===== src/rtl/regfile_scoreboard.sv =====
// regfile_scoreboard: register file with per-register pending scoreboard for in-order issue.
// Ports:
//   clk, rst_n        clock, asynchronous active-low reset
//   rd_addr/rd_data   NRD combinational read ports (port k at [k*AW +: AW] / [k*XLEN +: XLEN])
//   issue_valid/_rs/_wr/_rd   decode issue request; stall flags a pending source hazard
//   wb_valid/_addr/_data      write-back, clears the pending bit of wb_addr
//   flush             clears every pending bit and blocks the same-cycle issue
//   pending/pending_cnt       scoreboard vector and its population count
// Macro REGFILE_WB_BYPASS_EN forwards write-back data to reads and resolves stalls in the same cycle.
module regfile_scoreboard #(
    parameter int XLEN  = 64,
    parameter int NREGS = 32,
    parameter int NRD   = 2,
    localparam int AW   = $clog2(NREGS)
) (
    input  logic                clk,
    input  logic                rst_n,
    input  logic [NRD*AW-1:0]   rd_addr,
    output logic [NRD*XLEN-1:0] rd_data,
    input  logic                issue_valid,
    input  logic [NRD*AW-1:0]   issue_rs,
    input  logic                issue_wr,
    input  logic [AW-1:0]       issue_rd,
    output logic                stall,
    input  logic                wb_valid,
    input  logic [AW-1:0]       wb_addr,
    input  logic [XLEN-1:0]     wb_data,
    input  logic                flush,
    output logic [NREGS-1:0]    pending,
    output logic [AW:0]         pending_cnt
);
`ifdef REGFILE_WB_BYPASS_EN
    localparam bit BYP = 1'b1;
`else
    localparam bit BYP = 1'b0;
`endif
    localparam logic [AW:0] NR = (AW+1)'(NREGS);

    logic [XLEN-1:0]  mem [NREGS];
    logic [NREGS-1:0] pending_nxt;
    logic             wb_live, byp_ok, accept;

    // x0 and out-of-range addresses are neither stored nor tracked
    function automatic logic live(input logic [AW-1:0] a);
        return (a != '0) && ({1'b0, a} < NR);
    endfunction

    assign wb_live = wb_valid && live(wb_addr);
    assign byp_ok  = BYP && wb_live;
    assign accept  = issue_valid && !stall && !flush;

    // rd_data and stall are forced low while reset is held, independent of the array
    always_comb begin
        rd_data = '0;
        stall   = 1'b0;
        for (int k = 0; k < NRD; k++) begin
            if (rst_n && live(rd_addr[k*AW +: AW]))
                rd_data[k*XLEN +: XLEN] = (byp_ok && rd_addr[k*AW +: AW] == wb_addr) ?
                                          wb_data : mem[rd_addr[k*AW +: AW]];
            if (rst_n && issue_valid && live(issue_rs[k*AW +: AW]) && pending[issue_rs[k*AW +: AW]] &&
                !(byp_ok && issue_rs[k*AW +: AW] == wb_addr))
                stall = 1'b1;
        end
    end

    // write-back clears before issue sets, so a same-register new producer stays pending
    always_comb begin
        pending_nxt = flush ? '0 : pending;
        if (wb_live)
            pending_nxt[wb_addr] = 1'b0;
        if (accept && issue_wr && live(issue_rd))
            pending_nxt[issue_rd] = 1'b1;
    end

    always_comb begin
        pending_cnt = '0;
        for (int i = 0; i < NREGS; i++)
            pending_cnt = pending_cnt + {{AW{1'b0}}, pending[i]};
    end

    always_ff @(posedge clk or negedge rst_n) begin
        if (!rst_n) begin
            pending <= '0;
            for (int i = 0; i < NREGS; i++)
                mem[i] <= '0;
        end else begin
            pending <= pending_nxt;
            if (wb_live)
                mem[wb_addr] <= wb_data;
        end
    end
endmodule


===== config.mk =====
export PLATFORM = sky130hd
export DESIGN_NAME = regfile_scoreboard
export DESIGN_NICKNAME = d
export VERILOG_FILES = /design/src/rtl/regfile_scoreboard.sv
export SDC_FILE = /design/constraint.sdc
export NUM_CORES = 2
export LEC_CHECK = 0
export ABC_AREA = 0
export ABC_CLOCK_PERIOD_IN_PS = 11000
export CORE_MARGIN = 2
export CORE_UTILIZATION = 53
export CTS_BUF_LIST = sky130_fd_sc_hd__clkbuf_8
export CTS_CLUSTER_SIZE = 24
export DETAILED_ROUTE_END_ITERATION = 12
export PLACE_DENSITY = 0.77
export SKIP_LAST_GASP = 1
export SYNTH_ARGS = -nofsm -noshare
export SYNTH_HDL_FRONTEND = slang
export SYNTH_SLANG_ARGS = --single-unit

===== constraint.sdc =====
create_clock -name clk -period 11 [get_ports clk]
set_clock_uncertainty 0.05 [all_clocks]
set_input_delay 2.2 -clock clk [delete_from_list [all_inputs] [get_ports clk]]
set_output_delay 2.2 -clock clk [all_outputs]
set_load 0.005 [all_outputs]

After elaboration in Yosys (flattened, before gate mapping)
Cells that the tools add are included.
{"block": "totals", "register_bits": 2080, "in_bits": 100, "out_inout_bits": 167, "wordCells": 127}
{"block": "op_classes", "n_addsub": 31, "order_cmp": 10, "mux": 24, "n_bitwise": 6, "reduce_logical": 23}
{"cell": "$bwmux 2048", "count": 1}
{"cell": "$bmux 64 s5", "count": 2}
{"cell": "$mux 64", "count": 7}
{"cell": "$demux 64 s5", "count": 1}
{"cell": "$add 6x1->6", "count": 26}
{"cell": "$mux 32", "count": 3}
{"cell": "$and 32x32->32", "count": 1}
{"cell": "$not 32->32", "count": 1}
{"cell": "$or 32x32->32", "count": 1}
{"cell": "$reduce_bool 5->1", "count": 6}
{"cell": "$lt 5x6->1 const B", "count": 4}
{"cell": "$ge 6x6->1 const B", "count": 3}
{"cell": "$not 5->6", "count": 3}
{"cell": "$logic_and 1x1->1", "count": 15}
{"cell": "$bmux 1 s5", "count": 2}
{"cell": "$demux 1 s5", "count": 2}
{"cell": "$ge 5x1->1 const B", "count": 2}
{"cell": "$add 5x1->6", "count": 1}
{"cell": "$lt 6x1->1 const B", "count": 1}
{"cell": "$mux 1", "count": 6}
{"cell": "$add 4x1->5", "count": 1}
{"cell": "$add 3x1->4", "count": 1}
{"cell": "$add 2x1->3", "count": 1}
{"cell": "$add 1x1->2", "count": 1}
{"cell": "$logic_not 1->1", "count": 2}

Longest topological paths before layout
{"block": "depth", "word_depth": 31, "ltp_mapped": 15, "depth_no_buf": 15}

Worst setup path before layout
Ideal clock, no wire load.
{"block": "synth_timing", "kind": "reg2out", "from": "reg pending[17]", "to": "out pending_cnt[4]", "t_arrival_ps": 4590, "required_time_ps": 8750, "slack_ps": 4160, "path_stages_with_launch": 16, "cell_sequence": "dfrtp_1 -> fa_1 -> inv_1 -> fa_1 -> inv_1 -> fa_1 -> inv_1 -> fa_1 -> fa_1 -> fa_1 -> inv_1 -> ha_1 -> fa_1 -> a21o_1 -> a21oi_1 -> xnor2_1"}
{"block": "synth_between", "elab_chain_len": 15}
{"element": "start: declaration", "line": "29", "rtl": "output logic [NREGS-1:0] pending,"}
{"element": "start signal: assignment", "line": "87", "rtl": "pending <= pending_nxt;"}
{"element": "$add 6x1->6 (15 in series)", "line": "78", "rtl": "pending_cnt = pending_cnt + {{AW{1'b0}}, pending[i]};"}
{"element": "end: declaration", "line": "30", "rtl": "output logic [AW:0] pending_cnt"}
Every way passes these cells.

Worst setup path after layout
{"block": "layout_timing", "from": "reg pending[27]", "to": "out pending_cnt[4]"}
{"block": "layout_between", "elab_chain_len": 5}
{"element": "$add 6x1->6 (5 in series)", "line": "78"}
Every way passes these cells.

==> flow_results.org <==
** Die
- The floorplan step defined a die boundary enclosing about 210000 um2.
- Measured along the x axis, the die boundary spans 463 um.
- The initial utilization of the core area, before any placement, comes to a little over half.
- roughly 270 I/O pins were placed.
- The floorplan step set the die height to around 460 um.
- CORE AREA :: approximately 210000 um2
- Row Count :: 168

** Synthesis
- Netlist Area Pre-Place :: approximately 110000 um2
- Synth Warn # :: 0
- Counting every net in the synthesized netlist gives 8402.
- Async set-reset flop share out of synthesis :: 100%
- Among all flip-flop cells after synthesis, the most frequent one is sky130_fd_sc_hd__dfrtp_1.
- Summing the sequential cell areas from Yosys gives a little under half of the chip area.
- Synthesis instantiated 50 different standard cells from the library.
- Mapped Avg Cell Area :: about 14 um2
- Synthesis produced a netlist whose cell count is 8271.
- EDFF count, synth :: 0
- Counting flops and latches in the post-synthesis netlist gives 2080.

** Critical path
- Cell-by-cell listing of the critical path :: inv_1 -> fa_1 -> fa_1 -> inv_1 -> fa_1 -> inv_1 -> fa_1 -> fa_1 -> fa_1 -> inv_1 -> ha_1 -> fa_1 -> a21o_1 -> a21oi_1 -> xnor2_1 -> clkdlybuf4s50_1
- Required time reported for the critical path endpoint :: roughly 8.8 ns
- The critical path in this run is classified as reg2out.
- Critical Path Most Common Cell :: sky130_fd_sc_hd__fa_1
- STA classifies the critical path endpoint as an output pin.
- In this design, the stage delay of the slowest critical-path cell is around 0.53 ns.
- Crit path buffers/inverters :: 5
- STA classifies the critical path startpoint as a register.
- Crit-path leading delay family :: adder cells
- The largest individual stage delay along the critical path comes from the cell sky130_fd_sc_hd__clkdlybuf4s50_1.
- Arrival time reported for the critical path endpoint :: roughly 6.4 ns
- Worst-path fanout max :: 4

** Detailed routing
- The first detailed-routing pass took 5 iterations.
- Number of vias after detailed routing :: slightly below 80000
- Antenna-violating nets left :: 0
- Detailed Route WL :: roughly 350 mm
- Drt first-iter violations :: ~9300
- Average wire per standard cell :: between 30 and 40 um
- After detailed routing, the number of remaining DRC violations is 0.
- Via-per-instance ratio :: 7.00

** GRT
- The via count of the first global-routing pass is slightly above 80000.
- Gr ovfl total :: 0
- The first global-routing pass estimated roughly 530 mm of wire.
- Largest net degree at the start of global routing :: ~200
- Number of antenna violations at the first check in global routing :: 30
- For this run, the total global-route usage over all layers was measured as roughly 32%.

** Pwr
- Worst-case vdd ir drop :: between 0.1 and 0.15 mV
- Cell leakage power :: between 0.05 and 0.06 uW
- PwrDens :: between 150 and 200 nW/um2

** Clock tree
- Clock latency on the worst-skew pair, taken at its later pin, is between 1 and 1.5 ns.
- Master cell of the clock root buffer :: sky130_fd_sc_hd__clkbuf_8
- After clock tree synthesis, the flow added hold-fix buffers numbering 0.
- Counting every sink on the clock net gives between 2000 and 2500.
- Worst-case clock buffer depth :: 4
- In this run the post-CTS setup repair buffer count came out at 0.
- TritonCTS clock tree :: yes
- Counting the buffers created by CTS gives about 360.
- Cts repair resizes :: 0
- Clock transition at path regs :: roughly 0.060 ns
- Max H-tree Level :: 5

** STA
- On the final layout, the worst hold slack is ~0.35 ns.
- Max-slew headroom :: around 11%
- Unrepaired setup endpoints after global routing :: no
- Setup violations remaining at the end of the flow were counted as 0.
- Final critical-path share of the clock period :: 79.0%
- Max frequency :: between 0.1 and 0.15 GHz
- Number of slew-limit violations in the final report :: 0
- Post-Route Setup TNS :: 0 ns
- The final count of hold timing violations was 0.
- Worst Setup Slack, final :: approximately 2.3 ns
- For the pin with the worst max-slew slack, the measured transition is roughly 1.3 ns.
- Subtracting the final worst setup slack from the clock period gives around 8.7 ns.

** Placed design
- Buffers on Ports :: between 200 and 300
- In this run the cell area measured after placement is between 100000 and 150000 um2.
- OpenSTA, run right after detailed placement, puts the worst setup slack at around 2.4 ns.
- Global placer's final weighted congestion :: around 0.85
- Half-perimeter wire length after detailed placement :: about 190 mm

** Job
- Across the run, the number of max-cap violations was 0.

** Hold path
- Min-delay worst type :: reg2reg

** Run status
- Status :: complete, no violations

** Final layout
- Final net count :: 8234
- With fillers left out, the area of the finished cells amounts to around 120000 um2.
- From synthesis to final layout, the design area changed by 9.97%.
- Cells with a size suffix above 1 make up around 40% of the layout.
==> cell usage after synthesis, types with 5 or more instances <==
library cell / instances / share of area [%]
sky130_fd_sc_hd__dfrtp_1: 2080 / 47
sky130_fd_sc_hd__mux2_2: 1986 / 20
sky130_fd_sc_hd__mux2i_1: 971 / 8.7
sky130_fd_sc_hd__clkbuf_1: 679 / 2.3
sky130_fd_sc_hd__mux4_2: 564 / 11
sky130_fd_sc_hd__o221ai_1: 478 / 3.7
sky130_fd_sc_hd__a21oi_1: 371 / 1.7
sky130_fd_sc_hd__nor2_1: 253 / 0.85
sky130_fd_sc_hd__o22ai_1: 247 / 1.4
sky130_fd_sc_hd__buf_2: 188 / 0.84
sky130_fd_sc_hd__nor3_1: 127 / 0.57
sky130_fd_sc_hd__buf_1: 66 / 0.22
sky130_fd_sc_hd__inv_1: 39 / 0.13
sky130_fd_sc_hd__nand2_1: 35 / 0.12
sky130_fd_sc_hd__fa_1: 24 / 0.43
sky130_fd_sc_hd__o21ai_0: 17 / 0.076
sky130_fd_sc_hd__o31ai_1: 16 / 0.11
sky130_fd_sc_hd__nand2b_1: 14 / 0.078
sky130_fd_sc_hd__nand3b_1: 14 / 0.094
sky130_fd_sc_hd__buf_4: 13 / 0.087
sky130_fd_sc_hd__o32ai_1: 10 / 0.078
sky130_fd_sc_hd__nand3_1: 8 / 0.036
sky130_fd_sc_hd__ha_1: 7 / 0.078
sky130_fd_sc_hd__nor2b_1: 7 / 0.039
sky130_fd_sc_hd__or3b_2: 6 / 0.047
sky130_fd_sc_hd__a211oi_1: 5 / 0.034
sky130_fd_sc_hd__or3_1: 5 / 0.028
==> flip-flops by register name (all words and copies together), names as in the netlist <==
name     count
mem       2048
pending     32
==> kinds of logic (layout without fill, tap and decap cells) <==
kind of cell,count (synthesis),after routing,synth area share [%]
buffers and inverters,989,1069,3.60
and+or+nand+nor,483,483,1.95
AOI/OAI and AO/OA,1161,1161,7.23
muxes,3524,3524,40.1
other,0,14,0
xor gates and xnor gates,3,3,0.0235
adders and majority gates,31,31,0.508
DFF,2080,2080,46.6
==> area by class of cell <==
cell class	instances	area (um2)
inverters	40	165
repair buffers	417	4190
diodes	14	35.0
fillers	16281	86700
clock inverters	159	759
multi-input cells	5202	56000
clock buffers	453	6230
well taps	2805	3510
flip-flops and latches	2080	52000
==> placed cells by master, fill, tap and decap left out, types with 6 or more instances in the layout <==
cell type and n:
sky130_fd_sc_hd__diode_2 14, sky130_fd_sc_hd__o21ai_0 17, sky130_fd_sc_hd__o32ai_1 10, sky130_fd_sc_hd__clkdlybuf4s50_1 255
sky130_fd_sc_hd__inv_1 158, sky130_fd_sc_hd__mux2_2 1986, sky130_fd_sc_hd__nand2_1 24, sky130_fd_sc_hd__buf_12 27
sky130_fd_sc_hd__nor2_1 241, sky130_fd_sc_hd__nor2b_1 6, sky130_fd_sc_hd__o31ai_1 16, sky130_fd_sc_hd__clkbuf_8 457
sky130_fd_sc_hd__o221ai_1 478, sky130_fd_sc_hd__buf_4 124, sky130_fd_sc_hd__nand3b_1 14, sky130_fd_sc_hd__nand3_1 7
sky130_fd_sc_hd__mux2i_1 971, sky130_fd_sc_hd__dfrtp_1 2080, sky130_fd_sc_hd__clkinv_2 27, sky130_fd_sc_hd__ha_1 7
sky130_fd_sc_hd__nand2_4 11, sky130_fd_sc_hd__nand2b_1 12, sky130_fd_sc_hd__o22ai_1 247, sky130_fd_sc_hd__fa_1 24
sky130_fd_sc_hd__or3b_2 6, sky130_fd_sc_hd__nor3_1 122, sky130_fd_sc_hd__nor2_4 12, sky130_fd_sc_hd__a21oi_1 371
sky130_fd_sc_hd__mux4_2 564
==> metal layers <==
| layer | vias up | track usage [%] | part of all wire (%) |
|---|---|---|---|
| met5 | - | 0 | 0.042 |
| met4 | 24 | 15.9 | 5.3 |
| met3 | 1231 | 8.94 | 11 |
| met2 | 4551 | 49.8 | 45 |
| met1 | 40863 | 42.8 | 38 |
| li1 | 31564 | - | - |
==> metrics by stage <==
step / instances / utilization [%] / total power, uW
after floorplan: 8271 / - / 13200
after CTS: 11156 / 58.6 / 21600
final: 11170 / 58.7 / 21600
after global routing: 11164 / 58.6 / 22500
after global placement: 10544 / 55.3 / 14300
after detailed placement: 10544 / 55.3 / 14600
==> where the power goes <==
group	switching (uW)	total (uW)	internal, uW
logic	1950	4440	2490
registers	1040	10100	9090
clock network	3240	6990	3750
total	6230	21600	15300
==> final timing paths <==
kind	start	end	slack (ns)	depth (start not counted)
max	pending[27]	pending_cnt[4]	2.31	16
min	mem[2044]	mem[2044]	0.35	0
max reg2reg	pending[26]	pending[10]	8.50	6
min reg2reg	mem[2044]	mem[2044]	0.35	0
max in group asynchronous	rst_n	mem[1124]	5.27	6
min in group asynchronous	rst_n	pending[21]	0.99	1
No activity file was read; power rests on OpenSTA's default activity.
